**config.mk**
```make
export PLATFORM = sky130hd
export DESIGN_NAME = grant_session_ctrl
export DESIGN_NICKNAME = d
export VERILOG_FILES = /design/src/rtl/arb_pkg.sv /design/src/rtl/onehot_check.sv /design/src/rtl/grant_session_ctrl.sv
export SDC_FILE = /design/constraint.sdc
export NUM_CORES = 1
export LEC_CHECK = 0
export ABC_AREA = 1
export BUFFER_PORTS_ARGS = -buffer_cell sky130_fd_sc_hd__buf_2
export CORE_MARGIN = 8
export CORE_UTILIZATION = 51
export CTS_BUF_LIST = sky130_fd_sc_hd__clkbuf_2 sky130_fd_sc_hd__clkbuf_4 sky130_fd_sc_hd__clkbuf_8
export DETAILED_ROUTE_END_ITERATION = 6
export GPL_TIMING_DRIVEN = 1
export MAX_ROUTING_LAYER = met4
export PLACE_DENSITY = 0.88
export SLEW_MARGIN = 20
export SYNTH_ARGS = -nofsm -noshare
export SYNTH_HDL_FRONTEND = slang
export SYNTH_SLANG_ARGS = --single-unit
export TNS_END_PERCENT = 30
```
**constraint.sdc**
```tcl
create_clock -name clk -period 1.8 [get_ports clk]
set_clock_uncertainty 0.15 [all_clocks]
set_input_delay 0 -clock clk [delete_from_list [all_inputs] [get_ports clk]]
set_output_delay 0 -clock clk [all_outputs]
set_load 0.02 [all_outputs]
```
**src/rtl/arb_pkg.sv**
```systemverilog
// Shared definitions for the round-robin arbiter and its grant session controller.
package arb_pkg;

  localparam int N_REQ = 4;
  localparam int PTR_W = $clog2(N_REQ);

  typedef enum logic [1:0] {
    IDLE,
    BUSY,
    RELEASE,
    FLUSH
  } state_t;

  // Index of the set bit in a one-hot vector (bitwise OR of set indices if not one-hot).
  function automatic logic [31:0] onehot2idx(input logic [31:0] vec);
    logic [31:0] result;
    result = '0;
    for (int i = 0; i < 32; i++) begin
      if (vec[i]) result = result | 32'(i);
    end
    return result;
  endfunction

endpackage

```
**src/rtl/onehot_check.sv**
```systemverilog
// Combinational classifier for a grant vector: empty, one-hot, and the one-hot index.
module onehot_check
  import arb_pkg::*;
#(
  parameter int N = N_REQ,
  localparam int PW = $clog2(N)
) (
  input  logic [N-1:0]  vec,
  output logic          is_zero,
  output logic          is_onehot,
  output logic [PW-1:0] idx
);

  // Clearing the lowest set bit leaves zero only when exactly one bit was set.
  always_comb begin
    is_zero   = (vec == '0);
    is_onehot = !is_zero && ((vec & (vec - N'(1))) == '0);
    idx       = PW'(onehot2idx(32'(vec)));
  end

endmodule

```
**src/rtl/grant_session_ctrl.sv**
```systemverilog
// Locks an arbiter grant into a bus session, tracks it to completion or timeout,
// advances the round-robin pointer, then ignores stale grants still in the arbiter pipeline.
module grant_session_ctrl
  import arb_pkg::*;
#(
  parameter int N         = N_REQ,
  parameter int MAX_HOLD  = 16,
  parameter int FLUSH_CYC = 3,
  localparam int PW = $clog2(N)
) (
  input  logic          clk,
  input  logic          rst_n,
  input  logic [N-1:0]  req,
  input  logic [N-1:0]  grant,
  input  logic [N-1:0]  done,
  output logic [PW-1:0] ptr,
  output logic [PW-1:0] owner,
  output logic          owner_valid,
  output logic [N-1:0]  ack,
  output logic          timeout,
  output logic          grant_err
);

  localparam int HW = $clog2(MAX_HOLD + 1);
  localparam int FW = (FLUSH_CYC > 0) ? $clog2(FLUSH_CYC + 1) : 1;
  localparam logic [HW-1:0] HOLD_MAX   = HW'(MAX_HOLD);
  localparam logic [FW-1:0] FLUSH_INIT = FW'(FLUSH_CYC);
  localparam logic [N-1:0]  ONE_N      = N'(1);

  state_t         state;
  logic [HW-1:0]  hold_cnt;
  logic [FW-1:0]  flush_cnt;
  logic           g_zero;
  logic           g_onehot;
  logic [PW-1:0]  g_idx;
  logic [PW-1:0]  next_ptr;

  onehot_check #(.N(N)) u_grant_chk (
    .vec       (grant),
    .is_zero   (g_zero),
    .is_onehot (g_onehot),
    .idx       (g_idx)
  );

  // Pointer moves one past the finished owner so it gets lowest priority next round.
  always_comb begin
    next_ptr = (owner == PW'(N - 1)) ? '0 : owner + PW'(1);
  end

  // Session FSM with hold and flush counters; all outputs registered.
  always_ff @(posedge clk or negedge rst_n) begin
    if (!rst_n) begin
      state       <= IDLE;
      ptr         <= '0;
      owner       <= '0;
      owner_valid <= 1'b0;
      ack         <= '0;
      timeout     <= 1'b0;
      grant_err   <= 1'b0;
      hold_cnt    <= '0;
      flush_cnt   <= '0;
    end else begin
      timeout <= 1'b0;
      case (state)
        IDLE: begin
          if (!g_zero && !g_onehot) begin
            grant_err <= 1'b1;
          end else if (g_onehot && req[g_idx]) begin
            owner       <= g_idx;
            owner_valid <= 1'b1;
            ack         <= ONE_N << g_idx;
            hold_cnt    <= HW'(1);
            state       <= BUSY;
          end
        end
        BUSY: begin
          if (done[owner] || !req[owner]) begin
            owner_valid <= 1'b0;
            ack         <= '0;
            state       <= RELEASE;
          end else if (hold_cnt == HOLD_MAX) begin
            owner_valid <= 1'b0;
            ack         <= '0;
            timeout     <= 1'b1;
            state       <= RELEASE;
          end else begin
            hold_cnt <= hold_cnt + HW'(1);
          end
        end
        RELEASE: begin
          ptr <= next_ptr;
          if (FLUSH_CYC == 0) begin
            state <= IDLE;
          end else begin
            flush_cnt <= FLUSH_INIT;
            state     <= FLUSH;
          end
        end
        FLUSH: begin
          if (flush_cnt != '0) flush_cnt <= flush_cnt - FW'(1);
          if (flush_cnt <= FW'(1)) state <= IDLE;
        end
        default: state <= IDLE;
      endcase
    end
  end

endmodule

```
# Word level (Yosys, flattened, before mapping)
# Cells that the tools add are included.
# op_classes
n_addsub	4
order_cmp	3
eq_ne	12
reduce_logical	19
bitwise	2
n_mux	36
shifts	1
# op_table
operator	n
$mux 5	4
$mux 2	9
$mux 4	4
$ne 2x2->1 const B	6
$mux 1	11
$pmux 5 s2	1
$logic_not 4->1	2
$pmux 2 s4	1
$pmux 4 s2	1
$reduce_and 4->1	2
$bmux 1 s2	3
$eq 2x2->1 const B	3
$lt 2x3->1 const B	2
$reduce_bool 2->1	3
$add 5x1->5 const B	1
$eq 5x5->1 const B	1
$reduce_and 5->1	1
$and 4x4->4	1
$pmux 2 s2	1
$reduce_and 2->1	2
$shl 1x2->4 const A	1
$sub 4x1->4 const B	1
$logic_and 1x1->1	3
$logic_not 1->1	3
other kinds (10)	10
# totals
inputBits	14
register_bits	20
out_inout_bits	11
elab_cells	86

# Longest topological paths before layout
# Gate-level depths: netlist (run 1).
# logic_depth
ltp_word	9
depth_mapped	11
depth_no_buf	11

# By module
# A second synthesis (run 1) with hierarchy kept.
# unflattened
cells_unflattened	158
area_unflattened_um2	1243.7
# modules_own_cells
mod	area_each_um2	n_inst	cells_per_inst	seq_area_each_um2
grant_session_ctrl	1179.9	1	142	500.5
onehot_check	63.8	1	16	0.0

# Worst setup path after synthesis (run 1)
# OpenSTA, ideal clock, no wires.
# synth_timing
kind	flip-flop to flip-flop
start	reg state[1]
end	reg hold_cnt[0]
required_time_ps	1532
setup_slack_ps	120
setup_ps	118
arrival_time_ps	1412
path_buffers	0
synth_period_minus_slack_ps	1680
stages_incl_launch_ff	8
path_cell_list	dfrtp_1 inv_1 ha_1 clkinv_1 nand2_1 nand3_4 nand2_1 nand2_1
# synth_between
elab_chain_len	3
word_cells_on_any_way	9
cone_classes	5 x eq/ne; 1 x mux; 3 x reduce/logical
# synth_rtl
element	line_no	text
from (decl)	grant_session_ctrl.sv:30	state_t state;
from (signal assigned)	grant_session_ctrl.sv:53	state <= IDLE;
from (signal assigned)	grant_session_ctrl.sv:73	state <= BUSY;
from (signal assigned)	grant_session_ctrl.sv:80	state <= RELEASE;
$eq 2x1->1 or $logic_not 2->1 (tied branches)	grant_session_ctrl.sv:64	case (state)
$ne 2x2->1 (no line) or $reduce_bool 2->1 (tied branches)	n/a	
$reduce_and 5->1 (no line)	n/a	
to (signal assigned)	grant_session_ctrl.sv:87	hold_cnt <= hold_cnt + HW'(1);
to (decl)	grant_session_ctrl.sv:31	logic [HW-1:0] hold_cnt;
# Parallel ways exist; a longest one is shown, timed or not.
# A chain may end at the register's enable or synchronous reset.

# Worst setup path after layout (run 1)
# layout_timing
start	reg state[1]
end	reg hold_cnt[2]
# Same word-level chain as after synthesis.

==> flow_summary.ini, run 1 <==
[place]
placed_area_sq_mm = 0.00146
place.gp.congestion = 0.862
pre_cts_slack_ns = 0.104
hpwl_um = 2250
port_buffers = 24

[yosys]
ys_seq_area_frac = 0.390
synth-compound-area-share = 0.0371
synth_cells = 158
synthArstFlopShare = 1.00
post_synth_instance_area_sq_mm = 0.00128
muxShareOfSynthArea = 0
syn_avg_cell_area_sq_um = 8.12
dominantRegCellSynth = dfrtp_1
synth_area_leader_cell = dfrtp_1
synth_top_family_by_area = simple AND/OR/NAND/NOR gates
ys_top_cells_by_area = dfrtp_1 39%, nand2_1 15%, ha_1 9.8%, inv_1 5.0%, nand3_1 3.9%
synth_nets = 182
yosysWarnings = 0
synth_xor_area_frac = 0.0137
synthAdderAreaFrac = 0.0976
synth_top_area_share = 0.390
yosys.area_share.simple = 0.406
yosysUniqueCellTypes = 26
ys_ff_latch = 20
synth-edff-count = 0

[critical_path]
critPathTopFamily = flip-flops
r2r_cells = 7
worstSetupEndpointType = flip-flop
path_max_fanout = 8
regToRegSetupSlack_ns = 0.13
path_class = reg2reg
r2r-start = state[1]
r2r_end = hold_cnt[2]
slowest_stage = dfrtp_1
crit_arrival_ns = 1.78
max_stage_delay_ns = 0.43
cp_cell_sequence = inv_1 -> ha_2 -> clkinv_1 -> buf_4 -> nor3_1 -> nand4_1 -> nand2_1
crit_end = hold_cnt[2]
critical_path.startpoint = state[1]
cp_num_cells = 7
crit_required_ns = 1.91
crit_buf_inv = 3
critical_path.startpoint_type = flip-flop

[power]
p_sw_mw = 1.09
seqPwrFrac = 0.308
power_mw = 2.36
power_frac_comb = 0.532
clock_power_share = 0.160
swShare = 0.463
irDropWorstVdd_mv = 1.25
p_leak_nw = 0.881
powerDensity_mw_per_mm2 = 1490
intPower_mw = 1.26

[die]
rows = 18
dieHeight_um = 66.1
die_x_um = 66.1
io_pins = 25
start_util = 0.527
die_area_sq_mm = 0.00438
coreArea_sq_mm = 0.00243

[final_layout]
final_cell_area_sq_mm = 0.00159
area_growth_syn_to_layout_pct = 23.6
antenna_cells = 0
layout-drive-gt1-share = 0.246
fin_nets = 220

[grt]
antenna_found_initial = 0
grt_max_degree = 21
grt_pass1_vias = 1243
grt_pass1_wl_um = 5620
gr-total-overflow = 0
grtUsageTotal = 0.171

[sta]
rsz0062_at_grt = no
setup_ws_ns = 0.125
timing.setup.tns_ns = 0
setup_violations = 0
timing.hold.ws_ns = -0.00567
slew_headroom = 0.696
finalHoldViolations = 1
max_freq_mhz = 597
slew_viol_final = 0
worst_pin_slew_ns = 0.457
layout_min_cycle_time_ns = 1.67
fin_crit_sh = 0.930

[clock_tree]
cts_buffers = 3
cts_tree = built
cts_buffer_depth = 2
clk_pin_slew_worst_paths_ns = 0.12
h-tree-depth = 1
cts_sinks = 20
root_buffer = clkbuf_4
worstSkewPairLatency_ns = 0.31

[detailed_routing]
dr_total_vias = 1204
antenna_left = 0
wl_per_cell_um = 14.8
route.detailed.drc = 0
dr.pass1.iters = 4
routed_wl_um = 3320
initialDrtViolationCount = 133
routed_via_density = 5.35

[job]
max_cap_violations = 0

[run_status]
status = finished with violations
violations = hold timing

[worst_hold_path]
hold_path_class = in2reg
## synthesized netlist by cell type, drive strengths merged, types with 2 or more instances
library cell   n
nand3         13
xor2           2
nand3b         3
o21ai          4
ha            10
nand4          8
dfrtp         20
nand2         57
nor2          16
inv           18
## worst register-to-register path, stage by stage (launching register included)
cell and delay [ns]:
dfrtp_1 0.43, inv_1 0.11, ha_2 0.24, clkinv_1 0.10, buf_4 0.17, nor3_1 0.22, nand4_1 0.13, nand2_1 0.08
## state kept, by name, indices dropped and copies added, names as in the netlist
| register | flops |
|---|---|
| ack | 4 |
| flush_cnt | 2 |
| grant_err | 1 |
| hold_cnt | 5 |
| owner | 2 |
| owner_valid | 1 |
| ptr | 2 |
| state | 2 |
| timeout | 1 |
## per-layer routing
layer,GRT usage,share of wire,up-vias
met2,0.294,0.50,52
met4,0.0880,0.026,0
met3,0.0356,0.073,8
met1,0.179,0.40,559
li1,-,-,585
met5,-,0,-
## logic make-up (layout without fill, tap and decap cells)
| group | after synthesis | after routing |
|---|---|---|
| AO/OA/AOI/OAI | 8 | 8 |
| XOR/XNOR | 2 | 2 |
| adder cells (fa/ha/maj) | 10 | 10 |
| buffers and inverters | 19 | 56 |
| flip-flops | 20 | 20 |
| AND/OR/NAND/NOR | 99 | 99 |
## power groups by stage
stage / clock (mW) / combinational, mW / sequential (mW)
after floorplan: 0 / 0.792 / 0.783
after global placement: 0 / 1.14 / 0.718
after detailed placement: 0 / 1.19 / 0.724
after CTS: 0.375 / 1.22 / 0.718
after global routing: 0.402 / 1.40 / 0.746
final: 0.377 / 1.25 / 0.726
## how the worst min path moves through the flow
stage | from | endpoint | slack (ns) | cells after the start
4_1_cts | done[3] | timeout | 0.003 | 6
6_report | done[3] | timeout | -0.006 | 6
3_3_place_gp | rst_n | owner[0] | -0.18 | 1
5_1_grt | done[0] | timeout | 0.03 | 5
2_1_floorplan | rst_n | ack[0] | -0.45 | 0
3_5_place_dp | rst_n | owner[0] | -0.17 | 1
## cell type report
cell class	instances	area [sq um]
well taps	30	37.5
repair buffers	33	205
multi-input cells	119	718
clock inverters	1	30.0
clock buffers	3	22.5
inverters	19	71.3
fillers	196	847
flip-flops and latches	20	500
## cells in the final DEF, fill, tap and decap left out, drive strengths merged
cell type / n
inv: 18
o21ai: 4
or2: 1
clkinv: 1
a21oi: 1
dfrtp: 20
nor3: 1
xor2: 2
dlygate4sd3: 7
nand3: 13
nor2: 16
nand3b: 3
clkbuf: 3
buf: 26
nand4: 8
a21o: 1
nand2: 57
o31ai: 1
a22oi: 1
bufinv: 1
ha: 10
## repair_timing
action	4_1_cts	5_1_grt
endpoints found under the hold margin	28	0
buffers inserted	0	0
endpoints found under the setup margin	0	7
gates resized for setup	0	3
hold buffers	7	0
## through the flow
stage | cells | util
finish | 225 | 0.652
global route | 225 | 0.652
CTS | 225 | 0.649
detailed placement | 214 | 0.598
global placement | 214 | 0.598
floorplan | 158 | -
No activity file was read; power rests on OpenSTA's default activity.
==> run 2: changes to the inputs <==
--- a/config.mk
+++ b/config.mk
@@ -7,7 +7,7 @@
 export LEC_CHECK = 0
 export ABC_AREA = 1
 export BUFFER_PORTS_ARGS = -buffer_cell sky130_fd_sc_hd__buf_2
-export CORE_MARGIN = 8
+export CORE_MARGIN = 2
 export CORE_UTILIZATION = 51
 export CTS_BUF_LIST = sky130_fd_sc_hd__clkbuf_2 sky130_fd_sc_hd__clkbuf_4 sky130_fd_sc_hd__clkbuf_8
 export DETAILED_ROUTE_END_ITERATION = 6
==> flow_summary.ini, run 2 (synthesis results as in run 1) <==
[run_status]
status = complete, no violations

[worst_hold_path]
hold_path_class = in2async

[clock_tree]
cts_tree = built
cts_buffers = 3
root_buffer = clkbuf_4
h-tree-depth = 1
cts_sinks = 20
cts_buffer_depth = 2
worstSkewPairLatency_ns = 0.31
clk_pin_slew_worst_paths_ns = 0.11

[sta]
timing.hold.ws_ns = 0.0123
fin_crit_sh = 0.972
layout_min_cycle_time_ns = 1.75
slew_headroom = 0.691
slew_viol_final = 0
worst_pin_slew_ns = 0.464
finalHoldViolations = 0
max_freq_mhz = 571
setup_violations = 0

[die]
coreArea_sq_mm = 0.00243
dieHeight_um = 54.1
die_x_um = 54.1
die_area_sq_mm = 0.00293
rows = 18
io_pins = 25
start_util = 0.527

[final_layout]
antenna_cells = 0
layout_commonest_cell = nand2_1
regMostFlops = hold_cnt
fin_util = 0.655
final_cell_area_sq_mm = 0.00159
layout-drive-gt1-share = 0.244
fin_nets = 222
largest_reg_flops = 5
reg.largest.list = hold_cnt: 5 flops, ack: 4 flops
final_cell_mix = 49 x nand2_1, 24 x buf_2, 20 x dfrtp_1, 17 x inv_1, 13 x nor2_1
fin_cells = 227
area_growth_syn_to_layout_pct = 24.3
n_fill_cell = 185

[grt]
grt_max_degree = 21
grt_pass1_vias = 1040
antenna_found_initial = 0
grt_pass1_wl_um = 4290
gr-total-overflow = 0
grtUsageTotal = 0.210

[power]
intPower_mw = 1.19
power_frac_comb = 0.562
p_sw_mw = 1.06
seqPwrFrac = 0.321
irDropWorstVdd_mv = 0.789
swShare = 0.470
power_mw = 2.25
clock_power_share = 0.117
p_leak_nw = 0.885
powerDensity_mw_per_mm2 = 1410

[critical_path]
crit_required_ns = 1.89
crit_buf_inv = 2
critical_path.startpoint_type = flip-flop
critPathTopFamily = buffers and inverters
path_max_fanout = 4
worstSetupEndpointType = flip-flop
crit_path_frequent_cell = nand3_1
cp_cell_sequence = inv_1 -> nand3b_1 -> nand3_1 -> dlygate4sd3_1 -> nand3_1 -> nor2_1
max_stage_delay_ns = 0.58
path_class = reg2reg
crit_arrival_ns = 1.84
slowest_stage = dlygate4sd3_1

[detailed_routing]
route.detailed.drc = 0
routed_wl_um = 2980
initialDrtViolationCount = 30
dr_total_vias = 1185
wl_per_cell_um = 13.1
routed_via_density = 5.22
antenna_left = 0
dr.pass1.iters = 4

[place]
place.gp.congestion = 0.745
port_buffers = 24
hpwl_um = 2060
placed_area_sq_mm = 0.00146
dp_cells = 214

[job]
max_cap_violations = 0
==> run 2: cell types whose count changed in the layout (fill, tap and decap cells not counted) <==
cell | previous run | this run
ha_2 | 1 | 0
buf_4 | 2 | 3
ha_4 | 0 | 1
nand2_2 | 6 | 5
clkbuf_8 | 0 | 1
nand2_1 | 48 | 49
bufinv_16 | 1 | 0
dlygate4sd3_1 | 7 | 8
==> run 2: repair_timing <==
item                                    4_1_cts  5_1_grt
endpoints found under the setup margin        0       11
resized for setup                             0        3
hold buffers                                  8        0
setup buffers                                 0        1
endpoints found under the hold margin        27        0
==> run 2: cell type report <==
type / count / area [sq um] / area share
inverters: 19 / 71.3 / 0.0447
clock buffers: 4 / 36.3 / 0.0228
well taps: 30 / 37.5 / 0.0235
multi-input cells: 119 / 726 / 0.455
repair buffers: 35 / 223 / 0.140
flip-flops and latches: 20 / 500 / 0.314
==> run 2: worst reg2reg max path, stage by stage (launching register included) <==
cell           delay [ns]
dfrtp_1              0.42
inv_1                0.13
nand3b_1             0.11
nand3_1              0.15
dlygate4sd3_1        0.58
nand3_1              0.06
nor2_1               0.09
==> run 2: power by group through the flow <==
| stage | sequential [mW] | clock, mW | combinational [mW] |
|---|---|---|---|
| global route | 0.738 | 0.285 | 1.41 |
| floorplan | 0.783 | 0 | 0.792 |
| global placement | 0.715 | 0 | 1.13 |
| detailed placement | 0.724 | 0 | 1.17 |
| finish | 0.720 | 0.263 | 1.26 |
| CTS | 0.716 | 0.269 | 1.21 |
==> run 2: worst paths after layout <==
check | startpoint | endpoint | slack, ns | cells after the start
max | owner[0] | timeout | 0.05 | 6
min | rst_n | ack[1] | 0.01 | 2
min in group clk | done[0] | timeout | 0.05 | 5
min reg2reg | owner_valid | owner_valid | 0.33 | 2
max reg2reg | owner[0] | timeout | 0.05 | 6
max in group asynchronous | rst_n | state[0] | 1.17 | 2
==> run 2: per-stage QoR <==
step / setup TNS (ns) / setup WS (ns)
after floorplan: 0 / 0.120
after global placement: 0 / 0.170
after detailed placement: 0 / 0.111
after CTS: 0 / 0.0709
after global routing: -0.0555 / -0.0555
final: 0 / 0.0501
==> run 2: routing by layer <==
layer | share of wire | wire length, um | GRT usage | up-vias
met5 | 0 | 0 | - | -
met4 | 0.015 | 44 | 0.0750 | 0
met3 | 0.047 | 140 | 0.0167 | 5
met2 | 0.53 | 1580 | 0.408 | 42
met1 | 0.41 | 1210 | 0.216 | 550
li1 | - | - | - | 588
